==> src/rtl/delay_pipe_pkg.sv <==
// Shared helpers for the stallable delay line: width calculation and the
// clamp that maps a requested delay onto the legal range 1..DEPTH.
package delay_pipe_pkg;

  function automatic int clog2(input int value);
    int res;
    int rem;
    res = 0;
    rem = value - 1;
    while (rem > 0) begin
      res = res + 1;
      rem = rem >> 1;
    end
    return res;
  endfunction

  // A request of 0 still means "at least one register"; anything past the
  // last stage saturates at the maximum delay.
  function automatic int clamp_dly(input int sel, input int depth);
    if (sel < 1)     return 1;
    if (sel > depth) return depth;
    return sel;
  endfunction

endpackage

==> src/rtl/delay_pipe_stage.sv <==
// One {vld, data} register of the delay line, with hold, load and a
// valid-only clear.
module delay_pipe_stage #(
  parameter int WIDTH = 8
) (
  input  logic             clk,
  input  logic             rst,
  input  logic             en,
  input  logic             clr,
  input  logic             in_vld,
  input  logic [WIDTH-1:0] in_data,
  output logic             vld,
  output logic [WIDTH-1:0] data
);

  typedef struct packed {
    logic             vld;
    logic [WIDTH-1:0] data;
  } stage_t;

  stage_t q;

  // NOTE: sequential state uses non-blocking assignments so every stage
  // samples its neighbour's pre-edge value and the chain shifts by one.
  // NOTE: data is reset as well as vld so the output tap reads 0 after reset.
  always_ff @(posedge clk) begin
    if (rst) begin
      q <= '0;
    end else if (clr) begin
      q.vld <= 1'b0;
    end else if (en) begin
      q <= '{vld: in_vld, data: in_data};
    end
  end

  assign vld  = q.vld;
  assign data = q.data;

endmodule

==> src/rtl/delay_pipe.sv <==
// Stallable delay line with a run-time selectable tap (1..DEPTH), flush and
// a registered count of valid samples ahead of the tap.
module delay_pipe
  import delay_pipe_pkg::*;
#(
  parameter int WIDTH = 8,
  parameter int DEPTH = 4,
  parameter int DLY_W = clog2(DEPTH + 1)
) (
  input  logic             clk,
  input  logic             rst,
  input  logic             en,
  input  logic             flush,
  input  logic [DLY_W-1:0] dly_sel,
  input  logic             in_vld,
  input  logic [WIDTH-1:0] in_data,
  output logic             out_vld,
  output logic [WIDTH-1:0] out_data,
  output logic [DLY_W-1:0] cnt
);

  logic [DLY_W-1:0] dly_q;
  logic [DLY_W-1:0] dly_eff;
  logic [DLY_W-1:0] cnt_next;
  logic             clr;
  logic [DEPTH-1:0] vld;
  logic [DEPTH-1:0] sh_vld;
  logic [DEPTH-1:0] vld_next;
  logic [WIDTH-1:0] data    [DEPTH];
  logic [WIDTH-1:0] sh_data [DEPTH];

  assign dly_eff = DLY_W'(clamp_dly(32'(dly_sel), DEPTH));

  // Changing the tap would splice samples of different ages together, so a
  // delay change empties the pipe just like a flush.
  assign clr = flush || (dly_eff != dly_q);

  assign sh_vld = {vld[DEPTH-2:0], in_vld};

  always_comb begin
    sh_data[0] = in_data;
    for (int i = 1; i < DEPTH; i++) sh_data[i] = data[i-1];
  end

  for (genvar i = 0; i < DEPTH; i++) begin : g_stage
    delay_pipe_stage #(
      .WIDTH (WIDTH)
    ) u_stage (
      .clk     (clk),
      .rst     (rst),
      .en      (en),
      .clr     (clr),
      .in_vld  (sh_vld[i]),
      .in_data (sh_data[i]),
      .vld     (vld[i]),
      .data    (data[i])
    );
  end

  assign vld_next = clr ? '0 : (en ? sh_vld : vld);

  // NOTE: every always_comb output gets a default first so no path leaves
  // it unassigned, which would otherwise infer a latch.
  always_comb begin
    cnt_next = '0;
    for (int i = 0; i < DEPTH; i++) begin
      if ((DLY_W'(i) < dly_eff) && vld_next[i]) cnt_next = cnt_next + 1'b1;
    end
  end

  always_comb begin
    out_vld  = 1'b0;
    out_data = '0;
    for (int i = 0; i < DEPTH; i++) begin
      if (dly_q == DLY_W'(i + 1)) begin
        out_vld  = vld[i];
        out_data = data[i];
      end
    end
  end

  always_ff @(posedge clk) begin
    if (rst) begin
      dly_q <= DLY_W'(DEPTH);
      cnt   <= '0;
    end else begin
      dly_q <= dly_eff;
      cnt   <= cnt_next;
    end
  end

endmodule
==> config.mk <==
export PLATFORM = sky130hd
export DESIGN_NAME = delay_pipe
export DESIGN_NICKNAME = d
export VERILOG_FILES = /design/src/rtl/delay_pipe_pkg.sv /design/src/rtl/delay_pipe_stage.sv /design/src/rtl/delay_pipe.sv
export SDC_FILE = /design/constraint.sdc
export NUM_CORES = 1
export LEC_CHECK = 0
export ABC_CLOCK_PERIOD_IN_PS = 2450
export BUFFER_PORTS_ARGS = -buffer_cell sky130_fd_sc_hd__buf_2
export CAP_MARGIN = 20
export CELL_PAD_IN_SITES_DETAIL_PLACEMENT = 1
export CELL_PAD_IN_SITES_GLOBAL_PLACEMENT = 2
export CORE_MARGIN = 8
export CORE_UTILIZATION = 35
export DETAILED_ROUTE_END_ITERATION = 12
export PLACE_DENSITY_LB_ADDON = 0.1
export RECOVER_POWER = 25
export SLEW_MARGIN = 20
export SYNTH_ARGS = -nofsm -noshare
export SYNTH_HDL_FRONTEND = slang
export SYNTH_SLANG_ARGS = --single-unit
==> constraint.sdc <==
create_clock -name clk -period 2.45 [get_ports clk]
set_input_delay 0 -clock clk [delete_from_list [all_inputs] [get_ports clk]]
set_output_delay 0 -clock clk [all_outputs]
set_load 0.01 [all_outputs]
# After elaboration in Yosys (flattened, before gate mapping)
# Index checks and enable logic that the tools add are counted.
# word_totals
ff_bits,42
inputBits,16
word_cells,53
out_inout_bits,12
# op_classes
n_eq_ne,5
magnitude_cmp,6
bitwise_logic,1
mux,21
add_sub_neg,3
n_reduce_logical,7
# op_table
cell,n
$mux W8,4
$mux W3,6
$add A3 B1 Y3 const B,3
$mux W1,9
$mux W4,2
$eq A3 B2 Y1 const B,2
$lt A1 B3 Y1 const A,2
$lt A2 B3 Y1 const A,2
$logic_and A1 B1 Y1,4
$eq A3 B1 Y1 const B,1
$eq A3 B3 Y1 const B,1
$gt A3 B3 Y1 const B,1
$lt A3 B1 Y1 const B,1
$ne A3 B3 Y1,1
$reduce_and A2 Y1,1
$reduce_or A2 Y1,1
$logic_or A1 B1 Y1,1
$not A1 Y1,1

# Logic depth before layout (Yosys ltp)
# Gate-level depths: netlist (run 1).
# logic_depth
depth_word,16
ltp_mapped,10

# By module
# A second synthesis (run 1) with hierarchy kept.
# unflattened
hier_cells,245
area_unflattened_um2,2436.1
# modules_own_cells
mod,area_each_um2,n_inst,cells_each
delay_pipe_stage,422.9,4,38
delay_pipe,744.5,1,93

# Worst setup path after synthesis (run 1)
# No wires, ideal clock.
# synth_path
kind,register to register
from,register dly_q[2]
to,register cnt[1]
period_less_slack_ps,2113
n_path_buf,1
path_slack_ps,337
arrival_time_ps,1984
stages_incl_launch_ff,10
path_cell_list,dfxtp_1 > nor2b_1 > buf_2 > a32oi_1 > or3_1 > ha_1 > o21ai_0 > ha_1 > nor2_1 > a211oi_1
# synth_via
elab_chain_cells,11
word_cells_on_any_way,14
cone_classes,add/sub: 3; eq/ne: 1; mux: 5; reduce/logical: 5
# synth_lines
element,line_no,rtl
"start, declared",delay_pipe.sv:22,logic [DLY_W-1:0] dly_q;
"start signal, assigned",delay_pipe.sv:84,dly_q <= DLY_W'(DEPTH);
"start signal, assigned",delay_pipe.sv:87,dly_q <= dly_eff;
$ne A3 B3 Y1 *,delay_pipe.sv:36,assign clr = flush || (dly_eff != dly_q);
$logic_or A1 B1 Y1 *,delay_pipe.sv:36,
$mux W4 *,delay_pipe.sv:60,assign vld_next = clr ? '0 : (en ? sh_vld : vld);
$logic_and A1 B1 Y1,delay_pipe.sv:67,if ((DLY_W'(i) < dly_eff) && vld_next[i]) cnt_next = cnt_next + 1'b1;
$mux W1,delay_pipe.sv:67,
$add A3 B1 Y3,delay_pipe.sv:67,
$mux W3,delay_pipe.sv:67,
$add A3 B1 Y3,delay_pipe.sv:67,
$mux W3,delay_pipe.sv:67,
$add A3 B1 Y3,delay_pipe.sv:67,
$mux W3 *,delay_pipe.sv:67,
"end signal, assigned",delay_pipe.sv:88,cnt <= cnt_next;
"end, declared",delay_pipe.sv:19,output logic [DLY_W-1:0] cnt
# Every way passes the cells marked *; elsewhere a longest branch is shown, timed or not.
# A chain may end at the register's enable or synchronous reset.

# Worst setup path in the final report (run 1)
# Same ends and word-level chain as after synthesis.

==> results.yml, run 1 <==
run_status:
  status: "complete, no violations"
timing:
  finalCritPeriodShare: 0.909
  worst_slew_pin_slew_ns: 0.763
  tns_ns: 0
  skew_ns: 0.00452
  finalSetupViolCount: 0
  final.min_clock_period_ns: 2.23
  final-max-slew-violation-count: 0
  rsz0062_at_grt: "no"
  hold_viol_final: 0
  slew-limit-headroom: 0.487
  fmax_mhz: 449
finish:
  n_fill_cell: 673
  drive_above_1_share: 0.161
  final_area_sq_mm: 0.00240
  stdcell_count: 327
  multi_input_area_sq_mm: 0.00109
  fin_nets: 273
  area_delta_synth_final_pct: 19.6
  seq_area_sq_um: 841
  n_antenna_cell: 0
placement:
  dp_hpwl_um: 3920
  place.port_buffers: 27
  placed_cells: 310
  post_dp_cell_area_sq_mm: 0.00223
  gp_congestion: 0.740
worst_setup_path:
  cp_slowest_stage_delay_ns: 0.39
  crit_chain: "nor2b_1, a32o_1, o21ai_0, or2_2, ha_1, o21ai_0, ha_1, nor2_1, a211oi_1"
  slowest_stage: "dfxtp_1"
  crit_family: "simple AND/OR/NAND/NOR gates"
  crit_path_end_kind: "flop"
  cp_num_buf_inv: 0
  path_class: "reg -> reg"
  r2r_setup_slack_ns: 0.22
  critPathMaxFanout: 5
  crit_required_ns: 2.63
  arrival_ns: 2.40
  cp-start-kind: "flop"
cts:
  clk_pin_slew_ns: 0.08
  hold_buffers: 9
  cts_made_buffers: 5
  clkSinkCount: 42
  clockBufferDepth: 2
  cts_tree: "yes"
  clk_latency_ns: 0.29
  h-tree-depth: 2
  cts-root-buf: "clkbuf_8"
  postCtsSetupBuffers: 0
  cts_resized: 0
global_routing:
  antenna_found_initial: 0
  gr-total-overflow: 0
  grt_pass1_wl_um: 8820
  first_global_vias: 1836
  grtUsageTotal: 0.130
  grt_max_degree: 36
power:
  power.density_mw_per_mm2: 526
  ir_drop_mv: 0.287
  leakagePower_nw: 0.964
routing:
  route.detailed.drc: 0
  first_pass_iters: 4
  vias: 1740
  ant_nets: 0
  routed_wl_um: 5390
  wl_per_cell_um: 16.5
  vias_per_cell: 5.32
  first_iter_violations: 59
synth:
  ys_seq_area_frac: 0.419
  syn_nets: 235
  ys_seq_elements: 42
  async_flop_share: 0
  yosys_warnings: 0
  ys.flop_type: "dfxtp_1"
  syn_area_per_cell_sq_um: 9.29
  syn_inst: 216
  synth_enable_flop_cells: 0
  syn-cell-area_sq_mm: 0.00201
  synth.lib_cells_used.distinct: 36
worst_hold_path:
  min_path_type: "in -> reg"
floorplanning:
  initial_core_util: 0.362
  die_y_um: 91.7
  die_w_um: 91.7
  ios: 28
  core_sq_mm: 0.00554
  die_area_sq_mm: 0.00841
  rows: 27
run:
  cap_viol_max_count: 0
where the power goes:
part,internal [mW],leakage (nW),switching [mW]
combinational,0.0500,0.581,0.0693
clock,0.200,0.0441,0.249
sequential,0.688,0.339,0.00468
sequential cells by signal, indices dropped and copies added, names as in the netlist:
name,flops
cnt,3
g_stage.u_stage.data,32
g_stage.u_stage.vld,4
dly_q,3
placed cells by master (no fill, tap or decap), types with 2 or more instances in the layout:
cell           count
mux2i_1           46
o21ai_0            3
a21o_1             2
o22ai_1            9
nor3_1             2
nand2_1           43
a22oi_1            9
o211ai_1           3
nor2b_1            3
dlygate4sd3_1      9
inv_1              3
and3_1             3
clkbuf_8           5
a21oi_1            2
buf_2             23
clkbuf_1           5
nand2b_1           4
ha_1               3
dfxtp_1           42
nor2_1             7
xnor2_1            2
buf_4              7
nand4_1            3
through the flow:
stage	setup slack (ns)	power [mW]	utilization	hold slack (ns)
finish	0.224	1.26	0.433	0.00348
CTS	0.219	1.28	0.435	0.000666
floorplan	0.337	0.777	-	0.0728
detailed placement	0.249	0.819	0.403	0.233
global placement	0.341	0.814	0.403	0.224
global route	0.0731	1.32	0.433	0.0107
cell type report:
class | instances | share of cell area
clock buffer | 5 | 0.0287
clock inverter | 3 | 0.00886
inverter | 3 | 0.00469
multi-input combinational | 157 | 0.453
sequential | 42 | 0.350
tap | 72 | 0.0375
timing repair buffer | 45 | 0.117
synthesized netlist by cell type (all sizes together) (4+ instances only):
cell type,number,area share
nor2,7,0.013
clkbuf,6,0.011
mux2i,46,0.23
a22oi,9,0.034
nand2b,4,0.012
buf,8,0.023
o22ai,9,0.028
dfxtp,42,0.42
nand2,43,0.080
per-layer routing:
metal,share of wire,wire [um],up-vias,global-route usage
li1,-,-,851,-
met5,0,0,-,0
met2,0.48,2600,25,0.224
met4,0.0085,46,0,0.0403
met1,0.48,2580,860,0.156
met3,0.031,168,4,0.0326
cells by family (layout without fill, tap and decap cells):
kind of cell | count (synthesis) | after routing | share of synthesized area
flops | 42 | 42 | 0.419
simple gates | 72 | 72 | 0.165
compound gates | 34 | 34 | 0.120
fa+ha+maj | 3 | 3 | 0.0187
xor+xnor | 2 | 2 | 0.00873
mux | 46 | 46 | 0.229
buf+inv | 17 | 56 | 0.0399
worst register-to-register path, delay by kind of cell (launching register included):
family / cells / cell delay, ns
simple gates: 3 / 0.65
fa+ha+maj: 2 / 0.47
compound gates: 4 / 0.60
flops: 1 / 0.39
worst paths after layout:
| kind | cells past startpoint | to | startpoint |
|---|---|---|---|
| min | 2 | dly_q[1] | dly_sel[1] |
| max reg2reg | 9 | cnt[1] | dly_q[2] |
| min reg2reg | 2 | g_stage[3].u_stage.data[0] | g_stage[3].u_stage.data[0] |
| max | 9 | cnt[1] | dly_q[2] |
(Power assumes the default switching activity.)
==> run 2, diff against run 1 <==
--- a/config.mk
+++ b/config.mk
@@ -14,7 +14,6 @@
 export CORE_UTILIZATION = 35
 export DETAILED_ROUTE_END_ITERATION = 12
 export PLACE_DENSITY_LB_ADDON = 0.1
-export RECOVER_POWER = 25
 export SLEW_MARGIN = 20
 export SYNTH_ARGS = -nofsm -noshare
 export SYNTH_HDL_FRONTEND = slang
==> results.yml, run 2 (same netlist as run 1, synthesis figures left out) <==
run_status:
  status: "complete, no violations"
power:
  leakagePower_nw: 0.983
  p_clk_frac: 0.355
  power.density_mw_per_mm2: 524
  seqPwrFrac: 0.549
  p_total_mw: 1.26
  switching_share: 0.255
  ir_drop_mv: 0.265
  p_int_uw: 940
  p_switching_uw: 322
  p_comb_frac: 0.096
routing:
  first_pass_iters: 4
  vias: 1731
  first_iter_violations: 56
  route.detailed.drc: 0
  routed_wl_um: 5390
  wl_per_cell_um: 16.5
  vias_per_cell: 5.29
  ant_nets: 0
floorplanning:
  ios: 28
  core_sq_mm: 0.00554
  die_w_um: 91.7
  die_y_um: 91.7
  die_area_sq_mm: 0.00841
  initial_core_util: 0.362
  rows: 27
cts:
  cts-root-buf: "clkbuf_8"
  clk_latency_ns: 0.29
  cts_made_buffers: 5
  cts_tree: "yes"
  clk_pin_slew_ns: 0.08
  clkSinkCount: 42
  clockBufferDepth: 2
  h-tree-depth: 2
worst_hold_path:
  min_path_type: "in -> reg"
global_routing:
  grtUsageTotal: 0.130
  first_global_vias: 1836
  grt_pass1_wl_um: 8820
  grt_max_degree: 36
  gr-total-overflow: 0
  antenna_found_initial: 0
finish:
  n_fill_cell: 672
  final_common_cell: "mux2i_1"
  fin_nets: 273
  area_delta_synth_final_pct: 20.1
  final_cell_mix: "46 x mux2i_1, 43 x nand2_1, 42 x dfxtp_1, 27 x buf_2"
  n_antenna_cell: 0
  final_area_sq_mm: 0.00241
  drive_above_1_share: 0.184
  largest_reg_flops: 32
timing:
  finalSetupViolCount: 0
  final-max-slew-violation-count: 0
  fmax_mhz: 449
  final.min_clock_period_ns: 2.23
  slew-limit-headroom: 0.486
  finalCritPeriodShare: 0.909
  skew_ns: 0.00438
  hold_viol_final: 0
  tns_ns: 0
  worst_slew_pin_slew_ns: 0.764
  rsz0062_at_grt: "no"
worst_setup_path:
  cp-start-kind: "flop"
  critPathMaxFanout: 5
  arrival_ns: 2.40
  cp-endpoint: "cnt[1]"
  crit_required_ns: 2.62
  r2r-end: "cnt[1]"
  path_class: "reg -> reg"
  rr_worst_depth: 9
  startpoint: "dly_q[2]"
  r2r_start: "dly_q[2]"
  r2r_setup_slack_ns: 0.22
  crit_path_end_kind: "flop"
placement:
  gp_congestion: 0.740
  dp_hpwl_um: 3920
  place.port_buffers: 27
  post_dp_cell_area_sq_mm: 0.00223
run:
  cap_viol_max_count: 0
[run 2: cell count changes in the layout (fill, tap and decap cells not counted)]
cell,delta
clkbuf_1,-5
inv_2,+1
buf_2,+4
clkbuf_2,-1
buf_4,+2
inv_1,-1
[run 2: repair_timing]
item,in CTS,in global routing
gates resized for setup,0,0
setup buffers,0,0
hold buffers,9,0
endpoints found under the hold margin,9,0
[run 2: how the worst min path moves through the flow]
| stage | from | to | slack [ns] | depth (start not counted) |
|---|---|---|---|---|
| 2_1_floorplan | rst | cnt[1] | 0.07 | 1 |
| 6_report | dly_sel[1] | dly_q[1] | 0.003 | 2 |
| 3_5_place_dp | rst | cnt[1] | 0.23 | 2 |
| 4_1_cts | dly_sel[1] | dly_q[1] | 0.0007 | 2 |
| 3_3_place_gp | rst | cnt[1] | 0.22 | 2 |
| 5_1_grt | dly_sel[1] | dly_q[1] | 0.01 | 2 |
[run 2: worst max-delay path: stages (launching register included)]
cell      delay (ns)
dfxtp_1         0.39
nor2b_1         0.24
a32o_1          0.22
o21ai_0         0.12
or2_2           0.31
ha_1            0.21
o21ai_0         0.20
ha_1            0.26
nor2_1          0.10
a211oi_1        0.06
[run 2: metrics by stage]
stage	util	hold WS, ns	worst slack, ns	cells
2_1_floorplan	-	0.0728	0.337	216
3_3_place_gp	0.403	0.224	0.341	310
3_5_place_dp	0.403	0.233	0.249	310
4_1_cts	0.435	0.000666	0.219	327
5_1_grt	0.435	0.0107	0.0731	327
6_report	0.435	0.00337	0.223	327
[run 2: area by class of cell]
| class | count | area [sq um] | area share |
|---|---|---|---|
| multi-input cells | 157 | 1090 | 0.450 |
| flip-flops and latches | 42 | 841 | 0.349 |
| repair buffers | 45 | 293 | 0.121 |
| well taps | 72 | 90.1 | 0.0374 |
| clock buffers | 5 | 68.8 | 0.0285 |
| clock inverters | 3 | 21.3 | 0.00882 |
| inverters | 3 | 11.3 | 0.00467 |
[run 2: metal layers]
layer,global-route usage,share of wire,vias to the layer above
li1,-,-,849
met1,0.156,0.47,849
met2,0.224,0.49,29
met3,0.0326,0.035,4
met4,0.0403,0.0085,0
met5,0,0,-
[run 2: power by group through the flow]
stage,Clock [mW],Sequential (mW),Combinational (mW)
after floorplan,0,0.708,0.0697
final,0.449,0.693,0.121
after global routing,0.497,0.694,0.132
after detailed placement,0,0.709,0.110
after global placement,0,0.708,0.106
after CTS,0.467,0.693,0.121
